$ cat src/rtl/prim_rst_seq.sv
// Reset release sequencer: releases NUM_STAGES active-low domain resets one at a time and replays the sequence on a soft-reset request.
// Optional macro RST_SEQ_REVERSE_ASSERT_EN: soft reset asserts stages from highest to lowest, STAGE_DLY apart.
module prim_rst_seq #(
    parameter int NUM_STAGES = 3,
    parameter int HOLD_CYC   = 8,
    parameter int STAGE_DLY  = 16
) (
    input  logic                  clk_i,
    input  logic                  rst_ni,
    input  logic                  soft_rst_req_i,
    output logic                  soft_rst_ack_o,
    output logic [NUM_STAGES-1:0] rst_stage_no,
    output logic                  all_rdy_o
);

    localparam int CNT_MAX = (HOLD_CYC > STAGE_DLY) ? HOLD_CYC : STAGE_DLY;
    localparam int CNT_W   = $clog2(CNT_MAX + 1);
    localparam logic [CNT_W-1:0] HOLD_END = CNT_W'(HOLD_CYC);
    localparam logic [CNT_W-1:0] DLY_END  = CNT_W'(STAGE_DLY);
    localparam logic [CNT_W-1:0] CNT_ONE  = CNT_W'(1);

    typedef enum logic [1:0] {HOLD, RELEASE, RUN, SOFT} state_e;

    state_e                  state_q;
    logic [CNT_W-1:0]        cnt_q;
    logic [NUM_STAGES-1:0]   stage_q;
    logic                    req_q;
    logic                    soft_q;
    logic                    ack_q;
    logic                    rdy_q;

    logic                    req_rise;
    logic [NUM_STAGES-1:0]   stage_rel;
    logic [NUM_STAGES-1:0]   stage_drop;
    logic [CNT_W-1:0]        cnt_end;

    assign req_rise   = soft_rst_req_i & ~req_q;
    // Released stages are always a contiguous run of ones from bit 0, so
    // releasing the next stage is a shift-in of a one and dropping the top
    // released stage is a right shift.
    assign stage_rel  = (stage_q << 1) | NUM_STAGES'(1);
    assign stage_drop = stage_q >> 1;
    assign cnt_end    = (state_q == HOLD) ? HOLD_END : DLY_END;

    // The counter holds cycles elapsed since the last stage boundary; a
    // boundary edge itself counts as the first cycle of the next interval.
    always_ff @(posedge clk_i) begin
        if (!rst_ni) begin
            state_q <= HOLD;
            cnt_q   <= '0;
            stage_q <= '0;
            req_q   <= 1'b0;
            soft_q  <= 1'b0;
            ack_q   <= 1'b0;
            rdy_q   <= 1'b0;
        end else begin
            req_q <= soft_rst_req_i;
            ack_q <= 1'b0;
            case (state_q)
                HOLD, RELEASE: begin
                    if (cnt_q == cnt_end) begin
                        stage_q <= stage_rel;
                        cnt_q   <= CNT_ONE;
                        if (&stage_rel) begin
                            state_q <= RUN;
                            rdy_q   <= 1'b1;
                            ack_q   <= soft_q;
                            soft_q  <= 1'b0;
                        end else begin
                            state_q <= RELEASE;
                        end
                    end else begin
                        cnt_q <= cnt_q + CNT_ONE;
                    end
                end
                RUN: begin
                    if (req_rise) begin
                        state_q <= SOFT;
                        soft_q  <= 1'b1;
                        cnt_q   <= '0;
                    end
                end
                SOFT: begin
`ifdef RST_SEQ_REVERSE_ASSERT_EN
                    // rdy_q still high means nothing has dropped yet.
                    if (rdy_q || (cnt_q == DLY_END)) begin
                        stage_q <= stage_drop;
                        rdy_q   <= 1'b0;
                        cnt_q   <= CNT_ONE;
                        if (stage_drop == '0) begin
                            state_q <= HOLD;
                        end
                    end else begin
                        cnt_q <= cnt_q + CNT_ONE;
                    end
`else
                    stage_q <= '0;
                    rdy_q   <= 1'b0;
                    cnt_q   <= CNT_ONE;
                    state_q <= HOLD;
`endif
                end
                default: begin
                    state_q <= HOLD;
                    cnt_q   <= '0;
                end
            endcase
        end
    end

    assign rst_stage_no   = stage_q;
    assign all_rdy_o      = rdy_q;
    assign soft_rst_ack_o = ack_q;

endmodule

$ cat config.mk
export PLATFORM = sky130hd
export DESIGN_NAME = prim_rst_seq
export DESIGN_NICKNAME = d
export VERILOG_FILES = /design/src/rtl/prim_rst_seq.sv
export SDC_FILE = /design/constraint.sdc
export NUM_CORES = 1
export LEC_CHECK = 0
export CAP_MARGIN = 5
export CORE_MARGIN = 5
export CORE_UTILIZATION = 32
export DETAILED_ROUTE_END_ITERATION = 8
export DONT_BUFFER_PORTS = 1
export GPL_ROUTABILITY_DRIVEN = 0
export GPL_TIMING_DRIVEN = 0
export PLACE_DENSITY = 0.43
export SLEW_MARGIN = 5
export SYNTH_ARGS = -nofsm -noshare
export SYNTH_HDL_FRONTEND = slang
export SYNTH_SLANG_ARGS = --single-unit
$ cat constraint.sdc
create_clock -name clk_i -period 2.1 [get_ports clk_i]
set_clock_uncertainty 0.1 [all_clocks]
set_input_delay 0.525 -clock clk_i [delete_from_list [all_inputs] [get_ports clk_i]]
set_output_delay 0.525 -clock clk_i [all_outputs]
set_load 0.005 [all_outputs]
# Yosys cells after proc, flatten, opt, wreduce, memory -nomap -nowiden
# Cells that the tools add are included.
[totals]
reg_bits = 14
input_bits = 3
output_inout_bits = 5
wordCells = 44
[classes]
n_addsub = 1
n_eq_ne = 7
n_mux = 17
bitwise = 2
reduce_logical = 10
[op_table]
columns = ["operator", "n"]
rows = [
  ["$mux W5", 3],
  ["$pmux W5 S3", 1],
  ["$mux W2", 3],
  ["$ne A2 B2 Y1 const B", 3],
  ["$pmux W2 S3", 1],
  ["$pmux W3 S2", 1],
  ["$reduce_and A2 Y1", 3],
  ["$add A5 B1 Y5 const B", 1],
  ["$eq A5 B5 Y1", 1],
  ["$mux W1", 5],
  ["$reduce_and A5 Y1", 1],
  ["$eq A2 B2 Y1 const B", 2],
  ["$pmux W1 S2", 2],
  ["$reduce_and A4 Y1", 1],
  ["$reduce_bool A2 Y1", 2],
  ["$mux W3", 1],
  ["$reduce_and A3 Y1", 1],
  ["$eq A2 B1 Y1 const B", 1],
  ["$logic_not A2 Y1", 1],
  ["$reduce_or A2 Y1", 1],
  ["$and A1 B1 Y1", 1],
  ["$not A1 Y1", 1],
]

# Longest topological paths before layout
# Gate-level depths: netlist (run 1).
[logic_depth]
ltp_word = 5
mapped_depth = 6
ltp_nobuf = 6

# Worst setup path after synthesis (run 1)
# No wires, ideal clock.
[synth_path]
path_kind = "reg2reg"
start = "reg state_q[0]"
end = "reg ack_q (netlist: soft_rst_ack_o)"
setup_ns = 0.060
arrival_ns = 1.369
t_required_ns = 1.940
slack_ns = 0.571
stages_incl_launch_ff = 5
path_buffers = 0
period_less_slack_ns = 1.529
path_cell_list = "dfxtp_1 > nor2_1 > or3b_4 > a2111oi_4 > and3_1"
[synth_between]
elab_chain_len = 4
word_cells_on_any_way = 6
classes_between = "eq/ne (2); mux (1); reduce/logical (3)"
[synth_lines]
columns = ["element", "line", "source"]
rows = [
  ["start, declared", "24", "state_e state_q;"],
  ["start signal, assigned", "49", "state_q <= HOLD;"],
  ["start signal, assigned", "65", "state_q <= RUN;"],
  ["start signal, assigned", "70", "state_q <= RELEASE;"],
  ["$logic_not A2 Y1", "43, 59", ""],
  ["$mux W5", "43", "assign cnt_end = (state_q == HOLD) ? HOLD_END : DLY_END;"],
  ["$eq A5 B5 Y1", "61", "if (cnt_q == cnt_end) begin"],
  ["$reduce_and A5 Y1 (no line) (*)", "--", ""],
  ["end signal, assigned", "67", "ack_q <= soft_q;"],
  ["end, declared", "29", "logic ack_q;"],
]
# Mark *: on every way between the ends. The rest lies on a longest branch, timed or not.
# A chain may end at the register's enable or synchronous reset.

# Worst setup path in the final report (run 1)
# Same ends and word-level chain as after synthesis.

==> flow_summary.ini, run 1 <==
[run_status]
status = completed

[floorplan]
die_w_um = 55.9
dieHeight_um = 55.9
core_area_um2 = 1980
start_util_pct = 34.0
placement_rows = 16
die_area_um2 = 3130
io_pins = 8

[routing]
via_per_inst = 5.25
post-route-drc-count = 0
wl_met3_um = 82
wl_met2_um = 579
wl_um = 1420
wl_per_cell_um = 13.2
first_pass_iters = 4
highest_layer = met4
drtIter0Drc = 13
m1WireLength_um = 731
vias = 567
ant_nets = 0

[power_and_ir_drop]
p_switching_uw = 112
p_per_area_nw_per_um2 = 633
pwr-share-clk_pct = 32.7
combPwrFrac_pct = 7.2
ir_worst_vdd_v = 0.000315
p_sw_share_pct = 24.3
leakage_nw = 0.255
internal_power_uw = 350
p_seq_share_pct = 60.0

[yosys]
synth_cells = 78
avgSynthCellArea_um2 = 8.65
synth_top_area_share_pct = 41.6
synth-seq-area-share_pct = 41.6
yosysWarnings = 0
synth.area.top_cells = dfxtp_1 42%, a21oi_1 5.9%, nand3_1 4.5%
synth.cell_area_um2 = 674
synth_nets = 83
ys_ff_latch = 14
yosys.area.top_type = dfxtp_1
synth.distinct_cells = 30

[global_route]
grt_use_total_pct = 10.3
antenna_found_initial = 0
grt_max_degree = 11
grt_first_pass_wirelength_um = 2550
grt_pass1_vias = 536
overflow = 0

[sta]
holdWs_ps = 260
slew_violations = 0
finalSetupTns_ps = 0
min_period_over_period_pct = 81.8
layout_min_cycle_time_ps = 1720
setup_violations = 0
max_slew_margin_pct = 73.4
fmax_mhz = 582
tightest_slew_ps = 400
setup_slack_ps = 383
rsz0062_at_grt = no
finalHoldViolCount = 0

[worst_setup_path]
cp-end-kind = flop
crit_path_max_incr_delay_ps = 460
critPathKind = reg2reg
crit_chain = nor2_1 -> or3b_4 -> a2111oi_4 -> and3_1
required_ps = 2220
cp.arrival_ps = 1840
r2r_cells = 4
rrSetupSlack_ps = 380
reg2reg_from = state_q[0]
path_max_fanout = 7
path_buf_inv = 0
slowest_stage = dfxtp_1
cpLargestDelayFamily = simple AND/OR/NAND/NOR gates
worstSetupStartpointType = flop
r2r_end = soft_rst_ack_o

[layout]
utilization_pct = 36.9
area_growth_syn_to_layout_pct = 8.35
final_nets = 88
layout_common_cells = 14 x dfxtp_1, 8 x a21oi_1, 6 x inv_1, 6 x nand3_1
diodes = 0
final_common_cell = dfxtp_1
fin_area_um2 = 731
layout-drive-gt1-share_pct = 9.88

[hold_path]
hp-class = in2reg
min_to = req_q
hp-start = soft_rst_req_i
hold_depth = 1

[clocking]
clk_pin_slew_ps = 80
cts_resized = 0
cts_tree = done
cts_buffers = 3
htreeDepth = 1
cts_buffer_depth = 2
hold_buffers = 0
clock_latency_ps = 280
cts.sinks = 14
root_buffer = clkbuf_4
post_cts_buffers = 0

[placed_design]
dpl_cell_area_um2 = 708
place.detailed.hpwl_um = 1050
place_ws_ps = 430
portBuffers = 0

[flow_run]
drv_cap = 0
[synth_stat cells]
cell type,count
dfxtp_1,14
a21oi_1,8
inv_1,6
nand3_1,6
nand2_1,5
nor2_1,5
nand2b_1,4
o21ai_0,3
o22ai_1,3
ha_1,2
nor3_1,2
o2111ai_1,2
a2111o_1,1
a2111oi_4,1
a211oi_1,1
a22oi_1,1
a31oi_1,1
and2_1,1
and3_1,1
buf_2,1
clkbuf_1,1
nand3b_1,1
nand4_1,1
nor2b_1,1
o211a_1,1
o21ai_1,1
o221a_2,1
or2_2,1
or2b_1,1
or3b_4,1
[area by class of cell]
type / count / area (um^2)
Buffer: 2 / 8.76
Clock buffer: 3 / 22.5
Fill cell: 211 / 1250
Inverter: 6 / 22.5
Multi-Input combinational cell: 56 / 363
Sequential cell: 14 / 280
Tap cell: 27 / 33.8
[worst max path at each step]
stage | cells past startpoint | slack [ps] | end | start
global route | 4 | 260 | soft_rst_ack_o | state_q[0]
floorplan | 4 | 570 | soft_rst_ack_o | state_q[0]
global placement | 4 | 430 | soft_rst_ack_o | state_q[0]
finish | 4 | 380 | soft_rst_ack_o | state_q[0]
CTS | 4 | 410 | soft_rst_ack_o | state_q[0]
detailed placement | 4 | 430 | soft_rst_ack_o | state_q[0]
[routing by layer]
metal	vias up	GRT usage [%]
met5	-	0
met4	0	5.08
met3	5	4.64
met2	12	13.5
met1	261	13.9
li1	289	-
[sequential cells by signal, summed over array words and instances (netlist names)]
register and flops:
rst_stage_no 3, req_q 1, state_q 2, soft_rst_ack_o 1
all_rdy_o 1, cnt_q 5, soft_q 1
[logic make-up after synthesis]
group,synth area share (%)
AOI/OAI and AO/OA,26.3
and+or+nand+nor,23.8
buffers and inverters,4.64
DFF,41.6
adders and majority gates,3.71
[power by group through the flow]
| stage | Clock [mW] | Sequential, mW | Combinational (mW) |
|---|---|---|---|
| final | 0.151 | 0.278 | 0.0334 |
| after floorplan | 0 | 0.282 | 0.0272 |
| after global placement | 0 | 0.284 | 0.0331 |
| after global routing | 0.173 | 0.278 | 0.0383 |
| after detailed placement | 0 | 0.284 | 0.0335 |
| after CTS | 0.160 | 0.277 | 0.0337 |
[metrics by stage]
step | power (mW) | cells
3_3_place_gp | 0.317 | 105
5_1_grt | 0.490 | 108
6_report | 0.462 | 108
3_5_place_dp | 0.317 | 105
4_1_cts | 0.471 | 108
2_1_floorplan | 0.310 | 78
(Power assumes the default switching activity.)
==> run 2: changes to the inputs <==
PLACE_DENSITY = 0.44   (was 0.43)
clock period = 1.4 ns   (was 2.1 ns; I/O delays follow)
==> run 2 against run 1 <==
Against the previous run:
- via count increased by 4.1%
- clock power increased by 51%
- sequential power increased by 48%
- the run now ends with negative setup slack left
- highest routed layer unchanged
==> flow_summary.ini, run 2 (synthesis gave the netlist of run 1 again) <==
[run_status]
status = complete, but fails checks
violations = negative setup slack

[clocking]
cts.sinks = 14
cts_buffers = 3
hold_buffers = 0
root_buffer = clkbuf_4
clock_latency_ps = 280
cts_tree = done
cts_buffer_depth = 2
clk_pin_slew_ps = 80
htreeDepth = 1

[routing]
post-route-drc-count = 0
via_per_inst = 5.27
wl_per_cell_um = 13.8
first_pass_iters = 4
drtIter0Drc = 14
vias = 590
wl_um = 1550
ant_nets = 0

[power_and_ir_drop]
combPwrFrac_pct = 8.8
p_per_area_nw_per_um2 = 852
leakage_nw = 0.291
p_sw_share_pct = 24.9
pwr-share-clk_pct = 32.5
ir_worst_vdd_v = 0.000461
p_switching_uw = 174
p_seq_share_pct = 58.7
internal_power_uw = 527

[floorplan]
die_area_um2 = 3130
io_pins = 8
dieHeight_um = 55.9
core_area_um2 = 1980
die_w_um = 55.9
start_util_pct = 34.0
placement_rows = 16

[layout]
final_common_cell = dfxtp_1
fillers = 209
area_growth_syn_to_layout_pct = 22.1
layout-drive-gt1-share_pct = 31.8
diodes = 0
largest_register_ffs = 5
final_nets = 92
finalNonFillerCells = 112
top_register = cnt_q
layout_common_cells = 8 x dfxtp_1, 7 x a21oi_1, 6 x inv_1, 6 x nand3_1, 5 x nand2_1

[worst_setup_path]
r2r_cells = 3
r2r_end = soft_rst_ack_o
critPathKind = reg2reg
worstSetupStartpointType = flop
path_max_fanout = 7
required_ps = 1520
reg2reg_from = cnt_q[4]
path_depth = 3
slowest_stage = a2111oi_4
cp-end-kind = flop
crit_chain = or3b_4 -> a2111oi_4 -> and3_1
cp.arrival_ps = 1670
cpLargestDelayFamily = simple AND/OR/NAND/NOR gates
crit_path_max_incr_delay_ps = 410
path_buf_inv = 0
rrSetupSlack_ps = -140

[sta]
min_period_over_period_pct = 110
finalHoldViolCount = 0
layout_min_cycle_time_ps = 1540
fmax_mhz = 647
slew_violations = 0
setup_slack_ps = -145
rsz0062_at_grt = yes
setup_violations = 3
tightest_slew_ps = 410
max_slew_margin_pct = 72.7
holdWs_ps = 83.5

[hold_path]
hp-start = soft_rst_req_i
hold_depth = 1
hp-class = in2reg
min_to = req_q

[global_route]
grt_max_degree = 11
antenna_found_initial = 0
overflow = 0
grt_first_pass_wirelength_um = 2630
grt_pass1_vias = 561
grt_use_total_pct = 10.8

[placed_design]
place.detailed.hpwl_um = 1020
place_ws_ps = -174
portBuffers = 0
dp_cells = 105

[flow_run]
drv_cap = 0
[run 2: changes by cell type in the layout (fill, tap and decap cells not counted), sizes merged]
| cell | change |
|---|---|
| buf | +4 |
[run 2: power groups by stage]
stage / sequential [mW] / clock, mW / combinational, mW
finish: 0.412 / 0.228 / 0.0617
CTS: 0.411 / 0.239 / 0.0575
detailed placement: 0.426 / 0 / 0.0500
global placement: 0.425 / 0 / 0.0500
floorplan: 0.424 / 0 / 0.0409
global route: 0.414 / 0.260 / 0.0687
[run 2: worst max-delay path by stage]
stage / start / to
after floorplan: state_q[0] / soft_rst_ack_o
after global placement: cnt_q[3] / soft_q
after detailed placement: cnt_q[3] / soft_q
after CTS: cnt_q[3] / soft_rst_ack_o
after global routing: cnt_q[4] / soft_rst_ack_o
final: cnt_q[4] / soft_rst_ack_o
[run 2: metrics by stage]
step,power [mW],util (%),cell area [um^2],TNS [ps]
finish,0.702,41.5,823,-362
global route,0.743,41.5,823,-515
CTS,0.707,40.2,797,-270
detailed placement,0.476,36.4,722,-635
global placement,0.475,36.4,722,-679
floorplan,0.464,-,688,-25.6
[run 2: what timing repair did]
action                     in CTS  in global routing
pin swaps                       4                  5
setup buffers                   4                  0
resized for setup               7                  8
setup endpoints to repair      11                 11
[run 2: cell type report]
cell class / count / area [um^2] / area share, %
Tap cell: 27 / 33.8 / 4.10
Timing Repair Buffer: 4 / 33.8 / 4.10
Inverter: 6 / 22.5 / 2.74
Multi-Input combinational cell: 56 / 407 / 49.4
Clock buffer: 3 / 22.5 / 2.74
Sequential cell: 14 / 295 / 35.9
Buffer: 2 / 8.76 / 1.06
[run 2: routing by layer]
metal  routed length [um]  track usage [%]  part of all wire [%]  vias to the layer above
met3                   78             3.25                   5.0                        6
li1                     -                -                     -                      298
met1                  759             14.3                    49                      270
met2                  677             15.5                    44                       16
met4                   32             6.10                   2.1                        0
met5                    0                0                     0                        -
